### src/rtl/pratica_6_pkg.sv
// Shared types and widths for the pratica_6 input-sequence stage.
package pratica_6_pkg;

   localparam int unsigned CODE_W = 4;

   typedef enum logic [1:0] {D_IDLE, D_PRESS, D_HELD, D_REL} deb_state_t;

endpackage

### src/rtl/pratica_6_input_seq_if.sv
// Board-side signal bundle: button/mode inputs and the M1..M4 pattern with step/wrap flags.
interface pratica_6_input_seq_if;

   logic btn_step;
   logic run;
   logic M1;
   logic M2;
   logic M3;
   logic M4;
   logic step;
   logic wrap;

   modport slave (
      input  btn_step, run,
      output M1, M2, M3, M4, step, wrap
   );

   modport master (
      output btn_step, run,
      input  M1, M2, M3, M4, step, wrap
   );

endinterface

### src/rtl/debounce_btn.sv
// Two-flop synchronizer plus press/release debounce FSM; one press_evt per accepted press.
module debounce_btn
   import pratica_6_pkg::*;
#(
   parameter int unsigned DEBOUNCE_CYCLES = 50_000
) (
   input  logic clk,
   input  logic rst,
   input  logic btn_in,
   output logic press_evt
);

   localparam int unsigned CNT_W = (DEBOUNCE_CYCLES > 1) ? $clog2(DEBOUNCE_CYCLES) : 1;
   localparam logic [CNT_W-1:0] CNT_LAST = CNT_W'(DEBOUNCE_CYCLES - 1);

   logic [1:0]       sync_q, sync_d;
   logic             btn_s;
   deb_state_t       state_q, state_d;
   logic [CNT_W-1:0] cnt_q, cnt_d;

   assign sync_d = {sync_q[0], btn_in};
   assign btn_s  = sync_q[1];

   // press_evt is decoded from registered state so the counter registers it on the acceptance edge
   always_comb begin
      state_d   = state_q;
      cnt_d     = cnt_q;
      press_evt = 1'b0;
      unique case (state_q)
         D_IDLE: begin
            if (btn_s) begin
               state_d = D_PRESS;
               cnt_d   = '0;
            end
         end
         D_PRESS: begin
            if (!btn_s) begin
               state_d = D_IDLE;
            end else if (cnt_q == CNT_LAST) begin
               state_d   = D_HELD;
               press_evt = 1'b1;
            end else begin
               cnt_d = cnt_q + 1'b1;
            end
         end
         D_HELD: begin
            if (!btn_s) begin
               state_d = D_REL;
               cnt_d   = '0;
            end
         end
         D_REL: begin
            if (btn_s) begin
               state_d = D_HELD;
            end else if (cnt_q == CNT_LAST) begin
               state_d = D_IDLE;
            end else begin
               cnt_d = cnt_q + 1'b1;
            end
         end
         default: state_d = D_IDLE;
      endcase
   end

   always_ff @(posedge clk) begin
      if (rst) begin
         sync_q  <= '0;
         state_q <= D_IDLE;
         cnt_q   <= '0;
      end else begin
         sync_q  <= sync_d;
         state_q <= state_d;
         cnt_q   <= cnt_d;
      end
   end

endmodule

### src/rtl/pratica_6_input_seq.sv
// Steps a 4-bit pattern M1..M4 through 0000..1111 from a debounced button or a prescaled tick.
module pratica_6_input_seq
   import pratica_6_pkg::*;
#(
   parameter int unsigned DEBOUNCE_CYCLES = 50_000,
   parameter int unsigned AUTO_DIV        = 50_000_000
) (
   input logic                  clk,
   input logic                  rst,
   pratica_6_input_seq_if.slave io
);

   localparam int unsigned PRE_W = $clog2(AUTO_DIV);
   localparam logic [PRE_W-1:0] PRE_LAST = PRE_W'(AUTO_DIV - 1);

   logic              press_evt;
   logic              tick;
   logic              step_req;
   logic [PRE_W-1:0]  presc_q, presc_d;
   logic [CODE_W-1:0] code_q, code_d;
   logic              step_q, step_d;
   logic              wrap_q, wrap_d;

   debounce_btn #(
      .DEBOUNCE_CYCLES(DEBOUNCE_CYCLES)
   ) u_debounce (
      .clk      (clk),
      .rst      (rst),
      .btn_in   (io.btn_step),
      .press_evt(press_evt)
   );

   // Prescaler is held clear in manual mode so no partial tick survives a mode change
   assign tick     = io.run && (presc_q == PRE_LAST);
   assign step_req = io.run ? tick : press_evt;

   always_comb begin
      presc_d = presc_q;
      if (!io.run || tick) begin
         presc_d = '0;
      end else begin
         presc_d = presc_q + 1'b1;
      end
   end

   always_comb begin
      code_d = code_q;
      step_d = 1'b0;
      wrap_d = 1'b0;
      if (step_req) begin
         code_d = code_q + 1'b1;
         step_d = 1'b1;
         wrap_d = (code_q == '1);
      end
   end

   always_ff @(posedge clk) begin
      if (rst) begin
         presc_q <= '0;
         code_q  <= '0;
         step_q  <= 1'b0;
         wrap_q  <= 1'b0;
      end else begin
         presc_q <= presc_d;
         code_q  <= code_d;
         step_q  <= step_d;
         wrap_q  <= wrap_d;
      end
   end

   assign {io.M1, io.M2, io.M3, io.M4} = code_q;
   assign io.step = step_q;
   assign io.wrap = wrap_q;

endmodule

### src/flat_wrapper.sv
// flat-port wrapper written by rule: the top's interface ports become plain ports
module pratica_6_input_seq_flat import pratica_6_pkg::*;
#(
   parameter int unsigned DEBOUNCE_CYCLES = 50_000,
   parameter int unsigned AUTO_DIV        = 50_000_000
)
  (clk, rst, io_btn_step, io_run, io_M1, io_M2, io_M3, io_M4, io_step, io_wrap);
  pratica_6_input_seq_if io_i ();
  input logic clk;
  input logic rst;
  input wire logic [$bits(io_i.btn_step)-1:0] io_btn_step;
  input wire logic [$bits(io_i.run)-1:0] io_run;
  output wire logic [$bits(io_i.M1)-1:0] io_M1;
  output wire logic [$bits(io_i.M2)-1:0] io_M2;
  output wire logic [$bits(io_i.M3)-1:0] io_M3;
  output wire logic [$bits(io_i.M4)-1:0] io_M4;
  output wire logic [$bits(io_i.step)-1:0] io_step;
  output wire logic [$bits(io_i.wrap)-1:0] io_wrap;
  assign io_i.btn_step = io_btn_step;
  assign io_i.run = io_run;
  assign io_M1 = io_i.M1;
  assign io_M2 = io_i.M2;
  assign io_M3 = io_i.M3;
  assign io_M4 = io_i.M4;
  assign io_step = io_i.step;
  assign io_wrap = io_i.wrap;
  pratica_6_input_seq #(.DEBOUNCE_CYCLES(DEBOUNCE_CYCLES), .AUTO_DIV(AUTO_DIV)) u_core (.clk(clk), .rst(rst), .io(io_i));
endmodule
### config.mk
export PLATFORM = sky130hd
export DESIGN_NAME = pratica_6_input_seq_flat
export DESIGN_NICKNAME = d
export VERILOG_FILES = /design/src/rtl/pratica_6_pkg.sv /design/src/rtl/pratica_6_input_seq_if.sv /design/src/rtl/debounce_btn.sv /design/src/rtl/pratica_6_input_seq.sv /design/src/flat_wrapper.sv
export SDC_FILE = /design/constraint.sdc
export NUM_CORES = 1
export LEC_CHECK = 0
export ABC_AREA = 1
export ABC_CLOCK_PERIOD_IN_PS = 2100
export CAP_MARGIN = 30
export CORE_UTILIZATION = 60
export DETAILED_ROUTE_END_ITERATION = 8
export PLACE_DENSITY = 0.78
export SYNTH_ARGS = -nofsm -noshare
export SYNTH_HDL_FRONTEND = slang
export SYNTH_SLANG_ARGS = --single-unit
### constraint.sdc
create_clock -name clk -period 2.1 [get_ports clk]
set_input_delay 0.315 -clock clk [delete_from_list [all_inputs] [get_ports clk]]
set_output_delay 0.315 -clock clk [all_outputs]
set_load 0.05 [all_outputs]
==> results.md <==
Routing:
- The routed design has 5.56 mm of wire.
- The total number of vias is 2521.
- The mean routed wirelength per cell is 11.6 µm.
- The count of nets left with antenna violations once routing finished came out at 0.
- The number of design rule violations left after detail routing is 0.
- The detailed-route vias per instance is 5.27.
- The first TritonRoute pass finished after 4 iterations.
- After the first detailed-routing iteration, the DRC count stood at 135.

Logic synthesis:
- Of the post-synthesis cell area, the dominant cell type holds 0.375.
- The total nets after synthesis is 418.
- After synthesis, the mean cell area works out to between 6 and 7 µm².
- The number of distinct library cells after synthesis is between 40 and 50.
- Summed over all instances, the cell type with the most area after synthesis is dfxtp_1.
- The number of cells produced by synthesis is 411.
- For this run, the number of Yosys warnings is 0.
- The synthesized netlist occupies a cell area of 2780 µm².
- The part of the Yosys area used for sequential elements is 0.375.
- Sorting the synthesized cells by area gives the leading types as dfxtp_1, nand2_1, nor2_1.
- The number of storage elements in the synthesis netlist is 52.

Min path:
- The class of the tightest hold or removal check is reg -> reg.
- The worst hold path passes through 2 cells.

Power:
- The switching share of total power is 0.218.
- The total chip power is approximately 1.7 mW.
- Across the VDD grid, the largest voltage drop is 0.430 mV.
- For this design the total switching power over the nets is 0.381 mW.
- The power density over cell area is around 580 nW/µm².
- The fraction of power consumed by the clock network is 0.377.
- The power share of the sequential group is 0.573.
- The leakage dissipation is 1.16 nW.
- The share of total power dissipated in combinational logic is 0.051.
- Cell internal power was estimated by the tool at 1.37 mW.

GRT:
- The global-route wire length before repair is around 10 mm.
- The leftover overflow at the end of global routing is 0.
- The initial antenna violation count was 0.
- The via count of the first global-routing pass came to 2410.
- Across every metal layer, demand over resource in global routing totals 0.255.
- The maximum number of pins on one net before global-route repair is 19.

Clocking:
- The clock passes through at most 2 buffers.
- The clock-pin slew reported for the worst setup and hold paths after clock tree synthesis is around 0.090 ns.
- The clock latency on the worst-skew pair is 0.30 ns.
- For this design, the CTS-stage hold fixing added 0 buffers.
- The number of cells upsized or downsized after cts is 0.
- Buffers added to address setup during post-CTS repair amount to 0.
- In this run the number of H-tree levels came out at 2.
- The clock tree from TritonCTS is built.
- The clock root buffer is clkbuf_8.
- For this design, the sink count on the clock tree is 52.
- Clock tree synthesis inserted a total of 5 buffers.

STA:
- The slack of the critical path is a little over 0.2 ns.
- Setup repair after global routing left no endpoint under its margin.
- The headroom to the max-slew limit is 0.669.
- The count of pins over their slew limit is 0.
- In the final timing run, aggregate negative setup slack is 0 ns.
- The worst-case clock skew is 0.00261 ns.
- The actual slew at the worst max-slew pin is 0.495 ns.
- The routed design could run at a clock period as short as between 1.5 and 2 ns.
- The final-report hold violation count came to 0.
- Static timing analysis puts the maximum clock frequency at 528 MHz.
- Setup violations remaining at the end of the flow were counted as 0.
- Of the available clock period, the critical path in the final layout requires 0.901.

Worst setup path:
- The logic depth of the worst register-to-register path is 9.
- The worst setup path is captured at a register.
- The launching point of the worst reg2reg path is u_core.presc_q[0].
- The timing endpoint of the critical path is u_core.presc_q[12].
- The worst register-to-register path ends at u_core.presc_q[12].
- The worst setup path is launched from a register.
- STA puts the critical path data required time at 2.33 ns.
- The timing startpoint of the critical path is u_core.presc_q[0].
- The worst setup path is of the reg -> reg kind.
- Across all register-to-register paths, the minimum setup slack is between 0.2 and 0.25 ns.
- Walking the worst path, the cells encountered are ha_1, nand2_1, nor2_2, nand2_1, nor2_1, nand3_1, nand3_2, buf_4, nor3b_1.
- By instance count, the cell type seen most on the critical path is nand2_1.
- The maximum cell stage delay along the critical path is 0.34 ns.
- Of all nets on the critical path, the largest fanout is 17.
- The master of the slowest instance on the critical path is dfxtp_1.
- The critical path data arrival time is around 2.1 ns.

Cells and area:
- The number of antenna diodes in the final layout is 0.
- The most common library cell in the layout ignoring fill and taps is nand2_1.
- In the final layout, the share of cells above drive strength 1 is 0.115.
- Leaving out fill and tap cells, the most frequent cells in the layout are nand2_1, nor2_1, dfxtp_1, inv_1, nand3_1.
- Summing all multi-input logic gate instances after layout gives between 1000 and 1500 µm².
- The register area is 1040 µm².
- For this run, the post-layout net count is 434.
- The total of fill cells in the finished design is between 300 and 400.
- The area added between synthesis and finish is 9.33%.

Outcome:
- The run finished with clean final reports.

Placement:
- Before CTS, the worst setup slack after placement is 0.255 ns.
- At the end of routability-driven placement, the weighted congestion stood at 0.855.
- Once detailed placement completed, the half-perimeter wirelength came to ~4.1 mm.
- During placement, the flow inserted port buffers numbering 9.

Floorplan:
- The starting density of the core is 0.629.
- In this run the core area contains 24 standard-cell rows.
- From left edge to right edge, the die measures 70.0 µm.
- The die is between 70 and 80 µm tall.
- 10 I/O pins were placed.
- The die area is between 4000 and 5000 µm².
- The floorplan step defined a core boundary enclosing 4410 µm².

Run:
- The number of maximum-capacitance constraint violations is 0.
[Yosys cell counts]
| master | number |
|---|---|
| a21boi_4 | 1 |
| a21o_1 | 1 |
| a21oi_1 | 19 |
| a31o_2 | 1 |
| a31oi_1 | 1 |
| and3_1 | 1 |
| buf_2 | 2 |
| buf_4 | 1 |
| buf_6 | 1 |
| clkbuf_1 | 1 |
| clkinv_1 | 1 |
| dfxtp_1 | 52 |
| ha_1 | 3 |
| inv_1 | 46 |
| inv_2 | 8 |
| nand2_1 | 95 |
| nand2_2 | 9 |
| nand2_4 | 2 |
| nand3_1 | 23 |
| nand3_2 | 1 |
| nand3b_1 | 1 |
| nand3b_2 | 1 |
| nand4_1 | 17 |
| nor2_1 | 73 |
| nor2_2 | 7 |
| nor2_4 | 3 |
| nor3_1 | 11 |
| nor3_2 | 1 |
| nor3b_1 | 4 |
| nor3b_2 | 1 |
| nor4_1 | 1 |
| o21ai_0 | 3 |
| o21ai_1 | 3 |
| o21ai_2 | 1 |
| o21bai_1 | 1 |
| or2_0 | 2 |
| or2_1 | 2 |
| or2_2 | 1 |
| xnor2_1 | 6 |
| xor2_1 | 2 |
| xor2_2 | 1 |
[power by group through the flow]
| stage | registers, mW | logic, mW | clock network (mW) |
|---|---|---|---|
| after floorplan | 1.04 | 0.0467 | 0 |
| after global placement | 1.02 | 0.0865 | 0 |
| after detailed placement | 1.02 | 0.0880 | 0 |
| after CTS | 1.00 | 0.0883 | 0.683 |
| after global routing | 1.00 | 0.0971 | 0.715 |
| final | 1.00 | 0.0884 | 0.659 |
[metal layers]
layer,share of wire,GRT usage,vias up
li1,-,-,1331
met1,0.50,0.342,1145
met2,0.45,0.420,41
met3,0.045,0.0563,4
met4,0.0065,0.0600,0
met5,0,0,-
[worst max-delay path, delay by kind of cell (launching register included)]
kind	cells	cell delay (ns)
adders and majority gates	1	0.23
DFF	1	0.34
and+or+nand+nor	7	0.96
buffers and inverters	1	0.29
[through the flow]
| step | util | hold WS, ns | std cells | area, µm² |
|---|---|---|---|---|
| 2_1_floorplan | - | 0.388 | 411 | 2780 |
| 3_3_place_gp | 0.665 | 0.391 | 472 | 2940 |
| 3_5_place_dp | 0.665 | 0.406 | 472 | 2940 |
| 4_1_cts | 0.687 | 0.420 | 478 | 3030 |
| 5_1_grt | 0.687 | 0.434 | 478 | 3030 |
| 6_report | 0.687 | 0.415 | 478 | 3030 |
[worst min-delay path by stage]
stage,to,slack [ns],from
final,u_core.u_debounce.sync_q[1],0.42,u_core.u_debounce.sync_q[0]
after global routing,u_core.u_debounce.sync_q[1],0.43,u_core.u_debounce.sync_q[0]
after CTS,u_core.u_debounce.sync_q[1],0.42,u_core.u_debounce.sync_q[0]
after detailed placement,u_core.u_debounce.sync_q[1],0.41,u_core.u_debounce.sync_q[0]
after global placement,u_core.u_debounce.sync_q[1],0.39,u_core.u_debounce.sync_q[0]
after floorplan,u_core.u_debounce.sync_q[1],0.39,u_core.u_debounce.sync_q[0]
[cells by family (layout without fill, tap and decap cells)]
logic type | Yosys count | count (layout) | share of synthesized area
compound gates | 31 | 31 | 0.0658
fa+ha+maj | 3 | 3 | 0.0135
flops | 52 | 52 | 0.375
simple gates | 256 | 256 | 0.428
buf+inv | 60 | 75 | 0.0861
xor+xnor | 9 | 9 | 0.0311
[final cells by class]
class / instances / share of cell area
clock buffers: 5 / 0.0227
clock inverters: 1 / 0.00990
inverters: 55 / 0.0680
multi-input cells: 299 / 0.493
flip-flops and latches: 52 / 0.343
well taps: 52 / 0.0214
repair buffers: 14 / 0.0421
[registers in the layout (all words and copies together), names as in the netlist, named ones only]
signal and flops:
u_core.u_debounce.cnt_q 16, u_core.u_debounce.state_q 1, u_core.io.wrap 1, u_core.io.step 1
u_core.presc_q 26, u_core.u_debounce.sync_q 2, u_core.code_q 4
(Power assumes the default switching activity.)
